File: src/rtl/keypad_entry_if.sv
// rtl/keypad_entry_if.sv - keypad and countdown-chain signal bundle for keypad_entry
interface keypad_entry_if;
  logic       key_valid;
  logic [3:0] key_code;
  logic       tick;
  logic       door_closed;
  logic       timer_zero;
  logic [3:0] sec_ones;
  logic [3:0] sec_tens;
  logic [3:0] min_ones;
  logic [3:0] min_tens;
  logic       loadn;
  logic       en;
  logic       running;
  logic       done;
  logic       err;

  modport master (
    output key_valid, key_code, tick, door_closed, timer_zero,
    input  sec_ones, sec_tens, min_ones, min_tens, loadn, en, running, done, err
  );

  modport slave (
    input  key_valid, key_code, tick, door_closed, timer_zero,
    output sec_ones, sec_tens, min_ones, min_tens, loadn, en, running, done, err
  );
endinterface

File: src/rtl/keypad_entry.sv
// rtl/keypad_entry.sv - MM:SS keypad entry buffer and cook-cycle sequencer
module keypad_entry #(
  parameter logic [3:0] KEY_START = 4'hA,
  parameter logic [3:0] KEY_STOP  = 4'hB
) (
  input  logic          clk,
  input  logic          clr,
  keypad_entry_if.slave kp
);

  typedef enum logic [2:0] {IDLE, ENTRY, LOAD, RUN, PAUSE, DONE} state_t;

  state_t      state, state_nx;
  logic [15:0] dbuf, dbuf_nx;   // {min_tens, min_ones, sec_tens, sec_ones}
  logic [2:0]  ndig, ndig_nx;
  logic        err_nx;
  logic        loadn_q, running_q, done_q, err_q;

  logic is_start, is_stop, is_digit;
  assign is_start = kp.key_valid && (kp.key_code == KEY_START);
  assign is_stop  = kp.key_valid && (kp.key_code == KEY_STOP);
  assign is_digit = kp.key_valid && (kp.key_code <= 4'd9) && !is_start && !is_stop;

  always_comb begin
    state_nx = state;
    dbuf_nx  = dbuf;
    ndig_nx  = ndig;
    err_nx   = 1'b0;
    case (state)
      IDLE, ENTRY: begin
        if (is_digit) begin
          if (ndig != 3'd4) begin
            dbuf_nx = {dbuf[11:0], kp.key_code};
            ndig_nx = ndig + 3'd1;
          end
          state_nx = ENTRY;
        end else if (state == ENTRY && is_stop) begin
          state_nx = IDLE;
          dbuf_nx  = 16'h0000;
          ndig_nx  = 3'd0;
        end else if (state == ENTRY && is_start) begin
          // an invalid seconds-tens digit is the only rejection that is flagged
          if (dbuf[7:4] > 4'd5)
            err_nx = 1'b1;
          else if (kp.door_closed && dbuf != 16'h0000)
            state_nx = LOAD;
        end
      end
      LOAD: state_nx = RUN;
      RUN: begin
        if (kp.timer_zero)
          state_nx = DONE;
        else if (is_stop || !kp.door_closed)
          state_nx = PAUSE;
      end
      PAUSE: begin
        if (is_start && kp.door_closed) begin
          state_nx = RUN;
        end else if (is_stop) begin
          state_nx = IDLE;
          dbuf_nx  = 16'h0000;
          ndig_nx  = 3'd0;
        end
      end
      DONE: begin
        if (kp.key_valid) begin
          state_nx = IDLE;
          dbuf_nx  = 16'h0000;
          ndig_nx  = 3'd0;
        end
      end
      default: state_nx = IDLE;
    endcase
  end

  always_ff @(posedge clk) begin
    if (clr) begin
      state     <= IDLE;
      dbuf      <= 16'h0000;
      ndig      <= 3'd0;
      loadn_q   <= 1'b1;
      running_q <= 1'b0;
      done_q    <= 1'b0;
      err_q     <= 1'b0;
    end else begin
      state     <= state_nx;
      dbuf      <= dbuf_nx;
      ndig      <= ndig_nx;
      loadn_q   <= (state_nx != LOAD);
      running_q <= (state_nx == RUN);
      done_q    <= (state_nx == DONE);
      err_q     <= err_nx;
    end
  end

  assign kp.min_tens = dbuf[15:12];
  assign kp.min_ones = dbuf[11:8];
  assign kp.sec_tens = dbuf[7:4];
  assign kp.sec_ones = dbuf[3:0];
  assign kp.loadn    = loadn_q;
  assign kp.running  = running_q;
  assign kp.done     = done_q;
  assign kp.err      = err_q;
  // tick passes straight through so the chain counts on the same cycle
  assign kp.en       = (state == RUN) && kp.tick && kp.door_closed;

endmodule

File: src/flat_wrapper.sv
// flat-port wrapper written by rule: the top's interface ports become plain ports
module keypad_entry_flat 
#(
  parameter logic [3:0] KEY_START = 4'hA,
  parameter logic [3:0] KEY_STOP  = 4'hB
)
  (clk, clr, kp_key_valid, kp_key_code, kp_tick, kp_door_closed, kp_timer_zero, kp_sec_ones, kp_sec_tens, kp_min_ones, kp_min_tens, kp_loadn, kp_en, kp_running, kp_done, kp_err);
  keypad_entry_if kp_i ();
  input  logic clk;
  input  logic clr;
  input wire logic [$bits(kp_i.key_valid)-1:0] kp_key_valid;
  input wire logic [$bits(kp_i.key_code)-1:0] kp_key_code;
  input wire logic [$bits(kp_i.tick)-1:0] kp_tick;
  input wire logic [$bits(kp_i.door_closed)-1:0] kp_door_closed;
  input wire logic [$bits(kp_i.timer_zero)-1:0] kp_timer_zero;
  output wire logic [$bits(kp_i.sec_ones)-1:0] kp_sec_ones;
  output wire logic [$bits(kp_i.sec_tens)-1:0] kp_sec_tens;
  output wire logic [$bits(kp_i.min_ones)-1:0] kp_min_ones;
  output wire logic [$bits(kp_i.min_tens)-1:0] kp_min_tens;
  output wire logic [$bits(kp_i.loadn)-1:0] kp_loadn;
  output wire logic [$bits(kp_i.en)-1:0] kp_en;
  output wire logic [$bits(kp_i.running)-1:0] kp_running;
  output wire logic [$bits(kp_i.done)-1:0] kp_done;
  output wire logic [$bits(kp_i.err)-1:0] kp_err;
  assign kp_i.key_valid = kp_key_valid;
  assign kp_i.key_code = kp_key_code;
  assign kp_i.tick = kp_tick;
  assign kp_i.door_closed = kp_door_closed;
  assign kp_i.timer_zero = kp_timer_zero;
  assign kp_sec_ones = kp_i.sec_ones;
  assign kp_sec_tens = kp_i.sec_tens;
  assign kp_min_ones = kp_i.min_ones;
  assign kp_min_tens = kp_i.min_tens;
  assign kp_loadn = kp_i.loadn;
  assign kp_en = kp_i.en;
  assign kp_running = kp_i.running;
  assign kp_done = kp_i.done;
  assign kp_err = kp_i.err;
  keypad_entry #(.KEY_START(KEY_START), .KEY_STOP(KEY_STOP)) u_core (.clk(clk), .clr(clr), .kp(kp_i));
endmodule
File: config.mk
export PLATFORM = sky130hd
export DESIGN_NAME = keypad_entry_flat
export DESIGN_NICKNAME = d
export VERILOG_FILES = /design/src/rtl/keypad_entry_if.sv /design/src/rtl/keypad_entry.sv /design/src/flat_wrapper.sv
export SDC_FILE = /design/constraint.sdc
export NUM_CORES = 1
export LEC_CHECK = 0
export ABC_AREA = 1
export BUFFER_PORTS_ARGS = -buffer_cell sky130_fd_sc_hd__buf_2
export CAP_MARGIN = 20
export CORE_ASPECT_RATIO = 1.75
export CORE_MARGIN = 3
export CORE_UTILIZATION = 35
export CTS_BUF_LIST = sky130_fd_sc_hd__clkbuf_2 sky130_fd_sc_hd__clkbuf_4 sky130_fd_sc_hd__clkbuf_8
export DETAILED_ROUTE_END_ITERATION = 16
export GPL_TIMING_DRIVEN = 0
export PLACE_DENSITY_LB_ADDON = 0.05
export SYNTH_ARGS = -nofsm -noshare
export SYNTH_HDL_FRONTEND = slang
export SYNTH_SLANG_ARGS = --single-unit
export TNS_END_PERCENT = 30
File: constraint.sdc
create_clock -name clk -period 1.41 [get_ports clk]
set_input_delay 0.282 -clock clk [delete_from_list [all_inputs] [get_ports clk]]
set_output_delay 0.282 -clock clk [all_outputs]
set_load 0.01 [all_outputs]
==> results.yml <==
floorplanning:
  num_rows: 30
  start_util_pct: 36.7
  core-area_um2: 3940
  die-width_um: 54.6
  ios: 31
  dieArea_um2: 4970
  die_height_um: 91.1
yosys:
  yosys.area.top_type: "dfxtp_1"
  seq_area_frac_synth_pct: 36.0
  syn_inst: 229
  synth_nets: 241
  synth_area_per_cell_um2: 6.32
  synthDistinctLibCells: 24
  ys_warn_count: 0
  netlist.area_leader.share_pct: 36.0
  netlist_area_um2: 1450
  ys_top_cells_by_area: "dfxtp_1 (36%), nand2_1 (13%), nor2_1 (9.9%)"
  ys_ff_latch: 26
detailed_routing:
  first_pass_iters: 4
  ant_nets: 0
  totalWireLength_um: 4100
  drtIter0Drc: 35
  vias: 1549
  post_drt_wl_per_cell_um: 12.8
  drc: 0
  detail_route.vias_per_cell: 4.83
placed_design:
  dp_slack_ps: -316
  routabilityCongestion: 0.780
  dp_cells: 307
  hpwl_um: 3000
  io_buffers: 30
worst_setup_path:
  rr_startpoint: "u_core.state[1]"
  crit_path_start_kind: "register"
  critical_path_peak_fanout: 5
  reg2reg_depth: 10
  cp-end-kind: "register"
  regToRegEndpoint: "u_core.ndig[0]"
  reg2reg_slack_ps: -120
  cp.arrival_ps: 1730
  crit_type: "register to register"
  required_ps: 1610
grt:
  grt_usage_pct: 17.6
  grt_antenna_before_repair: 0
  grt.overflow.total: 0
  grt_pass1_wl_um: 6670
  grt_pass1_vias: 1455
  grt_max_degree: 16
final_layout:
  layout.nets: 286
  diodes: 0
  finish.utilization_pct: 51.4
  stdcell_count: 321
  drive_above_1_share_pct: 35.5
  seq_area_um2: 533
  multi_input_area_um2: 905
  n_fill_cell: 445
  area_delta_synth_final_pct: 39.8
cts:
  cts_made_buffers: 3
  insertion_delay_ps: 270
  clock_path_buffers: 2
  cts_hold_buf: 0
  cts_tree: "yes"
  root_buffer: "clkbuf_8"
  htreeDepth: 1
  path_clk_slew_ps: 90
  cts_sinks: 26
run_status:
  run_status: "finished, violations left"
  violations: "setup timing"
sta:
  skew_ps: 6.44
  grt_setup_unrepaired: "yes"
  fin_crit_ps: 1530
  max_freq_mhz: 655
  finalHoldViolations: 0
  max_slew.worst_pin.slew_ps: 568
  slew_headroom_pct: 62.1
  setup_violations: 21
  finalWorstSetupSlack_ps: -117
  slew_violations: 0
  fin_crit_sh_pct: 108
pwr:
  pwr_density_cell_nw_per_um2: 873
  p_leak_nw: 0.967
  peakVddDrop_mv: 0.746
worst_hold_path:
  hold_class: "input pin to register"
  whs_path_depth: 4
  hold_end: "u_core.state[2]"
  min_from: "clr"
job:
  max_cap_violations: 0
metal layers:
| metal | wire length [um] | share of wire, % | global-route usage (%) | vias to the layer above |
|---|---|---|---|---|
| li1 | - | - | - | 798 |
| met1 | 1640 | 40 | 21.2 | 715 |
| met2 | 2280 | 56 | 31.2 | 26 |
| met3 | 99 | 2.4 | 1.97 | 10 |
| met4 | 81 | 2.0 | 3.95 | 0 |
| met5 | 0 | 0 | 0 | - |
registers in the layout, indices dropped and copies added (netlist names):
name / cells
u_core.dbuf: 16
u_core.kp.done: 1
u_core.kp.err: 1
u_core.kp.loadn: 1
u_core.kp.running: 1
u_core.ndig: 3
u_core.state: 3
Yosys cell counts, drive strengths merged:
library cell	instances
nand3b	1
nand4	1
nand3	19
a21o	1
inv	37
ha	2
nand2	52
clkbuf	4
and3	1
xor2	1
buf	4
dfxtp	26
nor2	44
nor3	11
a21oi	13
o21ai	12
metrics by stage:
| stage | hold WS [ps] | cell area, um2 | setup TNS [ps] | total power (W) |
|---|---|---|---|---|
| 3_3_place_gp | 477 | 1700 | -5070 | 0.00109 |
| 3_5_place_dp | 479 | 1700 | -5000 | 0.00109 |
| 2_1_floorplan | 456 | 1490 | -29.3 | 0.00100 |
| 5_1_grt | 339 | 2020 | -3990 | 0.00187 |
| 4_1_cts | 315 | 1850 | -2010 | 0.00173 |
| 6_report | 313 | 2020 | -1710 | 0.00177 |
power by group:
| part | internal (W) | switching (W) | leakage, nW |
|---|---|---|---|
| sequential | 0.000760 | 0.0000302 | 0.214 |
| clock | 0.000380 | 0.000234 | 0.0357 |
| combinational | 0.000150 | 0.000214 | 0.717 |
| total | 0.00129 | 0.000478 | 0.967 |
worst max path at each step:
stage | end | cells after the start | slack, ps | from
floorplan | u_core.dbuf[13] | 10 | -30 | u_core.ndig[0]
global placement | u_core.dbuf[13] | 11 | -330 | kp_key_code[2]
detailed placement | u_core.dbuf[13] | 12 | -320 | kp_key_valid
CTS | u_core.dbuf[13] | 10 | -110 | u_core.state[2]
global route | u_core.dbuf[13] | 11 | -210 | u_core.state[1]
finish | u_core.ndig[0] | 10 | -120 | u_core.state[1]
critical path, cell delays in order (launching register included):
cell       delay (ps)
dfxtp_4           380
nor2_4            160
buf_6             140
nand3_4            60
nor2_4            130
nor2_4             50
nand2_4            80
buf_6             130
clkbuf_16         150
nand2_4            40
a21oi_2           120
final cells by class:
| cell class | instances | area share (%) |
|---|---|---|
| clock buffers | 3 | 2.04 |
| well taps | 48 | 2.97 |
| repair buffers | 40 | 12.5 |
| clock inverters | 1 | 1.48 |
| plain buffers | 8 | 2.97 |
| inverters | 37 | 6.98 |
| flip-flops and latches | 26 | 26.3 |
| multi-input cells | 158 | 44.7 |
cell usage in the layout, fill, tap and decap left out:
| cell type | instances |
|---|---|
| nor2_1 | 35 |
| nand2_4 | 4 |
| o21ai_1 | 10 |
| dfxtp_1 | 22 |
| nor2_8 | 1 |
| clkbuf_4 | 1 |
| nand2_2 | 11 |
| ha_2 | 1 |
| buf_2 | 30 |
| and3_1 | 1 |
| nand3b_1 | 1 |
| a21oi_2 | 5 |
| inv_1 | 28 |
| nor2_4 | 7 |
| nor3_1 | 8 |
| buf_4 | 6 |
| a21o_1 | 1 |
| buf_8 | 1 |
| inv_2 | 8 |
| ha_1 | 1 |
| xor2_1 | 1 |
| nand3_4 | 2 |
| nand4_1 | 1 |
| clkbuf_1 | 4 |
| nor3_4 | 1 |
| nor3_2 | 2 |
| nand3_1 | 17 |
| clkbuf_16 | 1 |
| clkbuf_8 | 3 |
| inv_4 | 1 |
| buf_6 | 5 |
| dfxtp_2 | 1 |
| o21ai_0 | 1 |
| nand2_1 | 37 |
| dfxtp_4 | 3 |
| a21oi_1 | 8 |
| bufinv_16 | 1 |
| o21ai_4 | 1 |
| nor2_2 | 1 |
kinds of logic after synthesis:
| logic type | Yosys count | share of synthesized area (%) |
|---|---|---|
| AO/OA/AOI/OAI | 26 | 9.16 |
| adder cells (fa/ha/maj) | 2 | 1.73 |
| buffers and inverters | 45 | 12.9 |
| AND/OR/NAND/NOR | 129 | 39.7 |
| XOR/XNOR | 1 | 0.605 |
| flip-flops | 26 | 36.0 |
timing repair:
action,in CTS,in global routing
pin swaps,8,18
setup buffers,7,2
gates cloned,0,1
resized for setup,8,43
endpoints found under the setup margin,24,24
Power figures use the tool's default switching activity.
